<file path="src/rtl/mc_seq.sv">
// mc_seq: multi-cycle instruction sequencer.
// It walks each instruction through fetch, decode, execute, memory and writeback.
// It owns the program counter, the exception level (exl) bit and the retired-instruction counter.
// A memory handshake that stalls too long latches a sticky timeout and parks the sequencer in HALT.
//
// Ports
//   clk, reset                : clock, asynchronous active-low reset
//   run                       : sequencing enable, sampled in IDLE and at instruction completion
//   instr_class[2:0]          : 0 ALU 1 LOAD 2 STORE 3 BRANCH 4 JUMP 5 MFC0 6 MTC0 7 ERET
//   br_taken                  : branch condition, used in EXEC
//   br_target, jmp_target, epc: next-pc sources
//   irq                       : level interrupt request
//   mem_ack                   : memory completion
//   mem_req, mem_we           : memory request / write qualifier
//   pc                        : current instruction address
//   ir_load, reg_w, cp0_w, exl_set : single-cycle strobes
//   state[2:0]                : current state encoding
//   retired                   : completed-instruction count (wraps)
//   timeout_err               : sticky memory-timeout flag
//
// state  | meaning
// IDLE   | waiting for run
// FETCH  | instruction fetch request, or interrupt entry check
// DECODE | one-cycle decode
// EXEC   | execute; BRANCH/MTC0/ERET complete here
// MEM    | data access; STORE completes on ack
// WB     | register writeback; completes ALU/LOAD/JUMP/MFC0
// TRAP   | interrupt entry: set exl, vector pc
// HALT   | memory timeout, left only by reset
module mc_seq #(
  parameter int               WIDTH       = 32,
  parameter logic [WIDTH-1:0] RESET_PC    = WIDTH'(32'h0000_3000),
  parameter logic [WIDTH-1:0] TRAP_PC     = WIDTH'(32'h0000_4180),
  parameter int               MEM_TIMEOUT = 15
) (
  input  logic             clk,
  input  logic             reset,
  input  logic             run,
  input  logic [2:0]       instr_class,
  input  logic             br_taken,
  input  logic [WIDTH-1:0] br_target,
  input  logic [WIDTH-1:0] jmp_target,
  input  logic [WIDTH-1:0] epc,
  input  logic             irq,
  input  logic             mem_ack,
  output logic             mem_req,
  output logic             mem_we,
  output logic [WIDTH-1:0] pc,
  output logic             ir_load,
  output logic             reg_w,
  output logic             cp0_w,
  output logic             exl_set,
  output logic [2:0]       state,
  output logic [WIDTH-1:0] retired,
  output logic             timeout_err
);

  typedef enum logic [2:0] {
    S_IDLE   = 3'd0,
    S_FETCH  = 3'd1,
    S_DECODE = 3'd2,
    S_EXEC   = 3'd3,
    S_MEM    = 3'd4,
    S_WB     = 3'd5,
    S_TRAP   = 3'd6,
    S_HALT   = 3'd7
  } state_t;

  localparam logic [2:0] C_ALU    = 3'd0;
  localparam logic [2:0] C_LOAD   = 3'd1;
  localparam logic [2:0] C_STORE  = 3'd2;
  localparam logic [2:0] C_BRANCH = 3'd3;
  localparam logic [2:0] C_JUMP   = 3'd4;
  localparam logic [2:0] C_MFC0   = 3'd5;
  localparam logic [2:0] C_MTC0   = 3'd6;
  localparam logic [2:0] C_ERET   = 3'd7;

  // Wait count only ever holds 0 .. MEM_TIMEOUT-1; the last no-ack cycle goes to HALT instead.
  localparam int             WW        = (MEM_TIMEOUT < 2) ? 1 : $clog2(MEM_TIMEOUT);
  localparam logic [WW-1:0]  WAIT_LAST = WW'(MEM_TIMEOUT - 1);

  state_t           state_q, state_nxt;
  logic [WIDTH-1:0] pc_q, pc_nxt;
  logic [WIDTH-1:0] ret_q, ret_nxt;
  logic [WW-1:0]    wait_q, wait_nxt;
  logic             exl_q, exl_nxt;
  logic             terr_q, terr_nxt;
  logic             done;
  logic [WIDTH-1:0] pc_plus4;

  assign pc_plus4 = pc_q + WIDTH'(4);

  always_ff @(posedge clk or negedge reset) begin
    if (!reset) begin
      state_q <= S_IDLE;
      pc_q    <= RESET_PC;
      ret_q   <= '0;
      wait_q  <= '0;
      exl_q   <= 1'b0;
      terr_q  <= 1'b0;
    end else begin
      state_q <= state_nxt;
      pc_q    <= pc_nxt;
      ret_q   <= ret_nxt;
      wait_q  <= wait_nxt;
      exl_q   <= exl_nxt;
      terr_q  <= terr_nxt;
    end
  end

  always_comb begin
    state_nxt = state_q;
    pc_nxt    = pc_q;
    ret_nxt   = ret_q;
    wait_nxt  = '0;
    exl_nxt   = exl_q;
    terr_nxt  = terr_q;
    ir_load   = 1'b0;
    done      = 1'b0;

    case (state_q)
      S_IDLE: if (run) state_nxt = S_FETCH;

      S_FETCH: begin
        // Interrupts are only taken on a fresh fetch; an ack in that cycle is discarded.
        if (irq && !exl_q && (wait_q == '0)) begin
          state_nxt = S_TRAP;
        end else if (mem_ack) begin
          ir_load   = 1'b1;
          state_nxt = S_DECODE;
        end else if (wait_q == WAIT_LAST) begin
          state_nxt = S_HALT;
          terr_nxt  = 1'b1;
        end else begin
          wait_nxt = wait_q + WW'(1);
        end
      end

      S_DECODE: state_nxt = S_EXEC;

      S_EXEC: begin
        case (instr_class)
          C_ALU, C_MFC0:   state_nxt = S_WB;
          C_LOAD, C_STORE: state_nxt = S_MEM;
          C_BRANCH: begin
            pc_nxt = br_taken ? br_target : pc_plus4;
            done   = 1'b1;
          end
          C_JUMP: begin
            pc_nxt    = jmp_target;
            state_nxt = S_WB;
          end
          C_MTC0: begin
            pc_nxt = pc_plus4;
            done   = 1'b1;
          end
          C_ERET: begin
            pc_nxt  = epc;
            exl_nxt = 1'b0;
            done    = 1'b1;
          end
          default: state_nxt = S_WB;
        endcase
      end

      S_MEM: begin
        if (mem_ack) begin
          if (instr_class == C_STORE) begin
            pc_nxt = pc_plus4;
            done   = 1'b1;
          end else begin
            state_nxt = S_WB;
          end
        end else if (wait_q == WAIT_LAST) begin
          state_nxt = S_HALT;
          terr_nxt  = 1'b1;
        end else begin
          wait_nxt = wait_q + WW'(1);
        end
      end

      S_WB: begin
        // JUMP already loaded its target in EXEC.
        if (instr_class != C_JUMP) pc_nxt = pc_plus4;
        done = 1'b1;
      end

      S_TRAP: begin
        exl_nxt   = 1'b1;
        pc_nxt    = TRAP_PC;
        state_nxt = S_FETCH;
      end

      S_HALT: state_nxt = S_HALT;

      default: state_nxt = S_IDLE;
    endcase

    if (done) begin
      ret_nxt   = ret_q + WIDTH'(1);
      state_nxt = run ? S_FETCH : S_IDLE;
    end
  end

  assign mem_req     = (state_q == S_FETCH) || (state_q == S_MEM);
  assign mem_we      = (state_q == S_MEM) && (instr_class == C_STORE);
  assign reg_w       = (state_q == S_WB);
  assign cp0_w       = (state_q == S_EXEC) && (instr_class == C_MTC0);
  assign exl_set     = (state_q == S_TRAP);
  assign state       = state_q;
  assign pc          = pc_q;
  assign retired     = ret_q;
  assign timeout_err = terr_q;

endmodule

</file>
<file path="config.mk">
export PLATFORM = sky130hd
export DESIGN_NAME = mc_seq
export DESIGN_NICKNAME = d
export VERILOG_FILES = /design/src/rtl/mc_seq.sv
export SDC_FILE = /design/constraint.sdc
export NUM_CORES = 1
export LEC_CHECK = 0
export ABC_CLOCK_PERIOD_IN_PS = 2110
export BUFFER_PORTS_ARGS = -buffer_cell sky130_fd_sc_hd__buf_2
export CAP_MARGIN = 15
export CORE_MARGIN = 5
export CORE_UTILIZATION = 50
export DETAILED_ROUTE_END_ITERATION = 12
export MAX_ROUTING_LAYER = met4
export PLACE_DENSITY = 0.87
export SLEW_MARGIN = 5
export SYNTH_ARGS = -nofsm -noshare
export SYNTH_HDL_FRONTEND = slang
export SYNTH_SLANG_ARGS = --single-unit
</file>
<file path="constraint.sdc">
create_clock -name clk -period 2.11 [get_ports clk]
set_input_delay 0.422 -clock clk [delete_from_list [all_inputs] [get_ports clk]]
set_output_delay 0.422 -clock clk [all_outputs]
set_load 0.005 [all_outputs]
</file>
Word level (Yosys, flattened, before mapping):

Cells that the tools add are included.

* add/sub/neg operators: 3
* mux-type cells: 33
* reductions and logical operators: 20
* eq/ne operators: 25

Operator list (number)
* $pmux 32 s4: 2
* $mux 32: 4
* $add 32x1->32 const B: 1
* $add 32x3->32 const B: 1
* $eq 3x3->1 const B: 8
* $mux 3: 7
* $pmux 3 s7: 1
* $eq 3x2->1 const B: 4
* $mux 4: 3
* $mux 1: 11
* $pmux 4 s2: 1
* $reduce_bool 8->1: 1
* $eq 3x1->1 const B: 2
* $logic_not 3->1: 2
* $ne 2x2->1 const B: 3
* $ne 3x3->1 const B: 2
* $pmux 3 s2: 1
* $reduce_or 3->1: 2
* $ne 5x1->1 const B: 1
* $reduce_and 5->1: 1
* $add 4x1->4 const B: 1
* $eq 4x4->1 const B: 1
* $logic_and 1x1->1: 4
* $logic_not 4->1: 1
* other kinds (12): 16

* flip-flop bits (word level): 73
* bits of input ports: 105
* logic and storage cells: 87
* output and inout port bits: 74

Longest topological paths before layout:

* word-level depth: 6
* mapped depth: 9
* gate-level depth less buffers: 8

Worst setup path before layout:

OpenSTA, ideal clock, no wires.

* path type: register to register
* start: register pc_q[2] (netlist: pc[2])
* end: register pc_q[24] (netlist: pc[24])
* setup time: 0.128 ns
* stages on the path, launching flop included: 8
* path buffers: 0
* period minus slack after synthesis: 1.960 ns
* data arrival time: 1.832 ns
* setup slack: 0.150 ns
* data required time: 1.982 ns
* path through: dfrtp_1 > ha_1 > nand3_1 > nor4_2 > nand4_1 > a21o_1 > a21oi_1 > o21ai_0

* longest elaborated chain between the ends: 4
* elaborated cells between the ends (all ways): 7
* classes of those cells: add/sub (1); mux (6)

Ends and longest elaborated chain
* start, declared: line 83 `logic [WIDTH-1:0] pc_q, pc_nxt;`
* start signal, assigned: line 103 `pc_q <= pc_nxt;`
* $add 32x3->32 (*): line 91 `assign pc_plus4 = pc_q + WIDTH'(4);`
* $mux 32, on equally long branches: line 146, 168
* $pmux 32 s4 / $mux 32 (equally long branches): line 142, 167
* $pmux 32 s4 (*): line 121 `case (state_q)`

Every way passes the cells marked *; elsewhere a longest branch is shown, timed or not. The select of a mux whose other input is x is not followed.
A chain may end at the register's enable or synchronous reset.

Worst setup path after layout:

* start: register wait_q[0]
* end: output ir_load

* longest elaborated chain between the ends: 4

Ends and longest elaborated chain
* start, declared: line 85 `logic [WW-1:0] wait_q, wait_nxt;`
* start signal, assigned: line 105 `wait_q <= wait_nxt;`
* $logic_not 4->1: line 126 `if (irq && !exl_q && (wait_q == '0)) begin`
* $logic_and 1x1->1: line 126
* $mux 1: line 126
* $mux 1: line 121
* end, declared: line 49 `output logic ir_load,`

Every way passes these cells.

==> flow_metrics.tcl <==
set metrics [dict create \
    start_util_pct 50.9 \
    cts_root_buffer "clkbuf_8" \
    p_leak_nw 3.51 \
    drtAntennaViolNets 0 \
    drc_errors 0 \
    syn-num-nets 792 \
    yosys_warnings 0 \
    die_area_um2 13200 \
    synth_cell_types 74 \
    worstPathArrival_ns 1.67 \
    placeableCoreArea_um2 10800 \
    post-route-util_pct 68.5 \
    grt_pass1_wl_um 32400 \
    via_count 6707 \
    drive_gt1_share_pct 35.1 \
    fin_crit_sh_pct 99.3 \
    setup_viol 0 \
    synthFlopType "dfrtp_1" \
    crit_path_end_kind "output port" \
    worst_setup_path_start_kind "register" \
    crit_required_ns 1.69 \
    worstPathMaxFanout 4 \
    ys_seq_area_share_pct 33.3 \
    worstMarginPinSlew_ns 0.556 \
    drt_iter0_markers 970 \
    mostFrequentLayoutCells "buf_2 (178), buf_4 (88), dfrtp_1 (67), nand2_1 (66), nor2_1 (52)" \
    grtUsageMet1_pct 39.1 \
    fmax_mhz 477 \
    synth_edf_count 0 \
    timing.rr.start "pc[3]$_DFFE_PN0P_" \
    reg2regPathDepth 9 \
    dp_hpwl_um 16000 \
    relSlewSlack_pct 62.9 \
    numPortBuffers 178 \
    setup_tns_ns 0 \
    syn_inst 682 \
    die_w_um 115 \
    grt_use_total_pct 31.8 \
    synth.avg_cell_area_um2 8.06 \
    h-tree-depth 3 \
    hold_class "input port to register" \
    ir_worst_vdd_mv 0.461 \
    grt_start_max_net_pins 44 \
    timing.rr.end "pc[28]$_DFFE_PN0P_" \
    n_fill_cell 879 \
    grt_pass1_vias 6352 \
    final_common_cell "buf_2" \
    antenna_found_initial 0 \
    hold_viol 0 \
    grtUsageMet2_pct 49.5 \
    place_ws_ns -0.0398 \
    die_y_um 115 \
    synth_area_um2 5500 \
    timing.final.ws_setup_ns 0.0139 \
    fin_crit_ns 2.10 \
    finalNetCount 1032 \
    async_flop_share_pct 100 \
    rsz0062_at_grt "true" \
    grtUsageMet3_pct 6.42 \
    max-cap-violations 0 \
    reg2reg_setup_slack_ns 0.08 \
    hp-start "run" \
    postRouteWirelength_um 20900 \
    cts_tree "done" \
    rows 38 \
    top_usage_layer "met2" \
    holdPathEnd "state[0]$_DFFE_PN0P_" \
    antennaDiodeCount 0 \
    clkSinkCount 73 \
    wire_per_inst_um 19.6 \
    power_density_nw_per_um2 977 \
    numCtsBuffers 9 \
    drv_slew 0 \
    clk_pin_slew_ns 0.08 \
    io_pins 179 \
    place_congestion 1.02 \
    syn2layout_area_growth_pct 34.6 \
    placed_area_um2 7060 \
    synth_seq_cells 73 \
    path_class "register to output port" \
    max-clock-path-buffers 2 \
    via_per_inst 6.29 \
    status "finished, final reports clean" \
    clk_latency_ns 0.37 \
    firstDrtPassIters 8 \
    gr-total-overflow 0 \
    holdPathStages 2 \
    fin_skew_ns 0.0144 \
    design_area_um2 7400 \
]
## registers in the layout (all words and copies together), names as in the netlist
register	flops
timeout_err	1
retired	32
exl_q	1
pc	32
state	3
wait_q	4
## final cells by class
| class | count | area (um^2) | share of cell area [%] |
|---|---|---|---|
| Clock buffer | 10 | 128 | 1.73 |
| Clock inverter | 6 | 67.6 | 0.913 |
| Inverter | 15 | 56.3 | 0.761 |
| Multi-Input combinational cell | 550 | 3460 | 46.8 |
| Sequential cell | 73 | 1830 | 24.8 |
| Tap cell | 140 | 175 | 2.37 |
| Timing Repair Buffer | 273 | 1670 | 22.6 |
## layer usage
metal  part of all wire, %  routed length (um)  up-vias
li1                      -                   -     3029
met1                    38                7840     3043
met2                    45                9380      519
met3                    12                2410      116
met4                   6.1                1270        0
met5                     0                   0        -
## how the worst max path moves through the flow
stage | start | to | slack (ns) | cells after the start
3_3_place_gp | instr_class[1] | pc[29]$_DFFE_PN0P_ | 0.02 | 8
3_5_place_dp | instr_class[0] | pc[10]$_DFFE_PN0P_ | -0.04 | 7
4_1_cts | wait_q[0]$_DFF_PN0_ | ir_load | 0.0003 | 5
2_1_floorplan | pc[2]$_DFFE_PN0P_ | pc[24]$_DFFE_PN0P_ | 0.15 | 7
5_1_grt | wait_q[0]$_DFF_PN0_ | ir_load | -0.07 | 5
6_report | wait_q[0]$_DFF_PN0_ | ir_load | 0.01 | 5
## report_power, final
group / switching (W) / internal, W / total [W] / leakage, nW
clock: 0.000607 / 0.000551 / 0.00116 / 0.0929
combinational: 0.00213 / 0.00177 / 0.00390 / 2.47
sequential: 0.000406 / 0.00177 / 0.00217 / 0.949
## repair_timing
| action | 4_1_cts | 5_1_grt |
|---|---|---|
| pin swaps | 0 | 8 |
| setup endpoints to repair | 2 | 24 |
| endpoints found under the hold margin | 6 | 0 |
| resized for setup | 2 | 20 |
| hold buffers | 1 | 0 |
| setup buffers | 0 | 8 |
## through the flow
step / hold WS (ns) / std cells / power, W
3_3_place_gp: 0.295 / 1042 / 0.00574
4_1_cts: 0.279 / 1059 / 0.00700
6_report: 0.282 / 1067 / 0.00723
3_5_place_dp: 0.293 / 1042 / 0.00583
5_1_grt: 0.275 / 1067 / 0.00767
2_1_floorplan: 0.126 / 682 / 0.00421
## cell usage after synthesis (3+ instances only)
cell type	instances	area (um^2)
nor2b_1	10	62.6
nor2_1	53	199
o211ai_1	12	90.1
a21oi_1	51	255
a221o_1	5	50.1
o32a_1	4	40.0
a31oi_1	8	50.1
or3_1	6	37.5
o22a_1	3	26.3
nor3b_1	3	22.5
and4_1	5	43.8
a22o_1	11	96.3
o21bai_1	3	22.5
ha_1	5	62.6
inv_1	13	48.8
buf_2	17	85.1
dfrtp_1	71	1780
a211oi_1	3	22.5
o41ai_1	3	26.3
o311ai_0	7	61.3
mux2_2	3	33.8
nand4_1	11	68.8
o221ai_1	3	26.3
nand2_1	66	248
a221oi_1	3	26.3
a21o_1	9	67.6
xor2_1	14	123
xnor2_1	33	289
clkbuf_1	17	63.8
nand3_1	39	195
and3_1	12	75.1
and2_1	9	56.3
a22oi_1	10	75.1
o22ai_1	23	144
nand2b_1	6	37.5
buf_4	5	37.5
o211a_1	3	30.0
o21ai_0	51	255
nor3_1	18	90.1
buf_1	5	18.8
o21a_1	4	30.0
## cell families (layout without fill, tap and decap cells)
| kind of cell | Yosys count | after routing | synth area share [%] |
|---|---|---|---|
| fa+ha+maj | 5 | 5 | 1.14 |
| flops | 73 | 73 | 33.3 |
| simple gates | 254 | 254 | 23.2 |
| compound gates | 239 | 239 | 29.1 |
| buf+inv | 59 | 304 | 4.76 |
| mux | 5 | 5 | 0.979 |
| xor+xnor | 47 | 47 | 7.49 |
## critical path, cell delays in order (launching register included)
cell     delay [ns]
dfrtp_1        0.41
inv_2          0.08
ha_4           0.15
and4b_2        0.27
nor4b_2        0.26
buf_2          0.15
(Power assumes the default switching activity.)
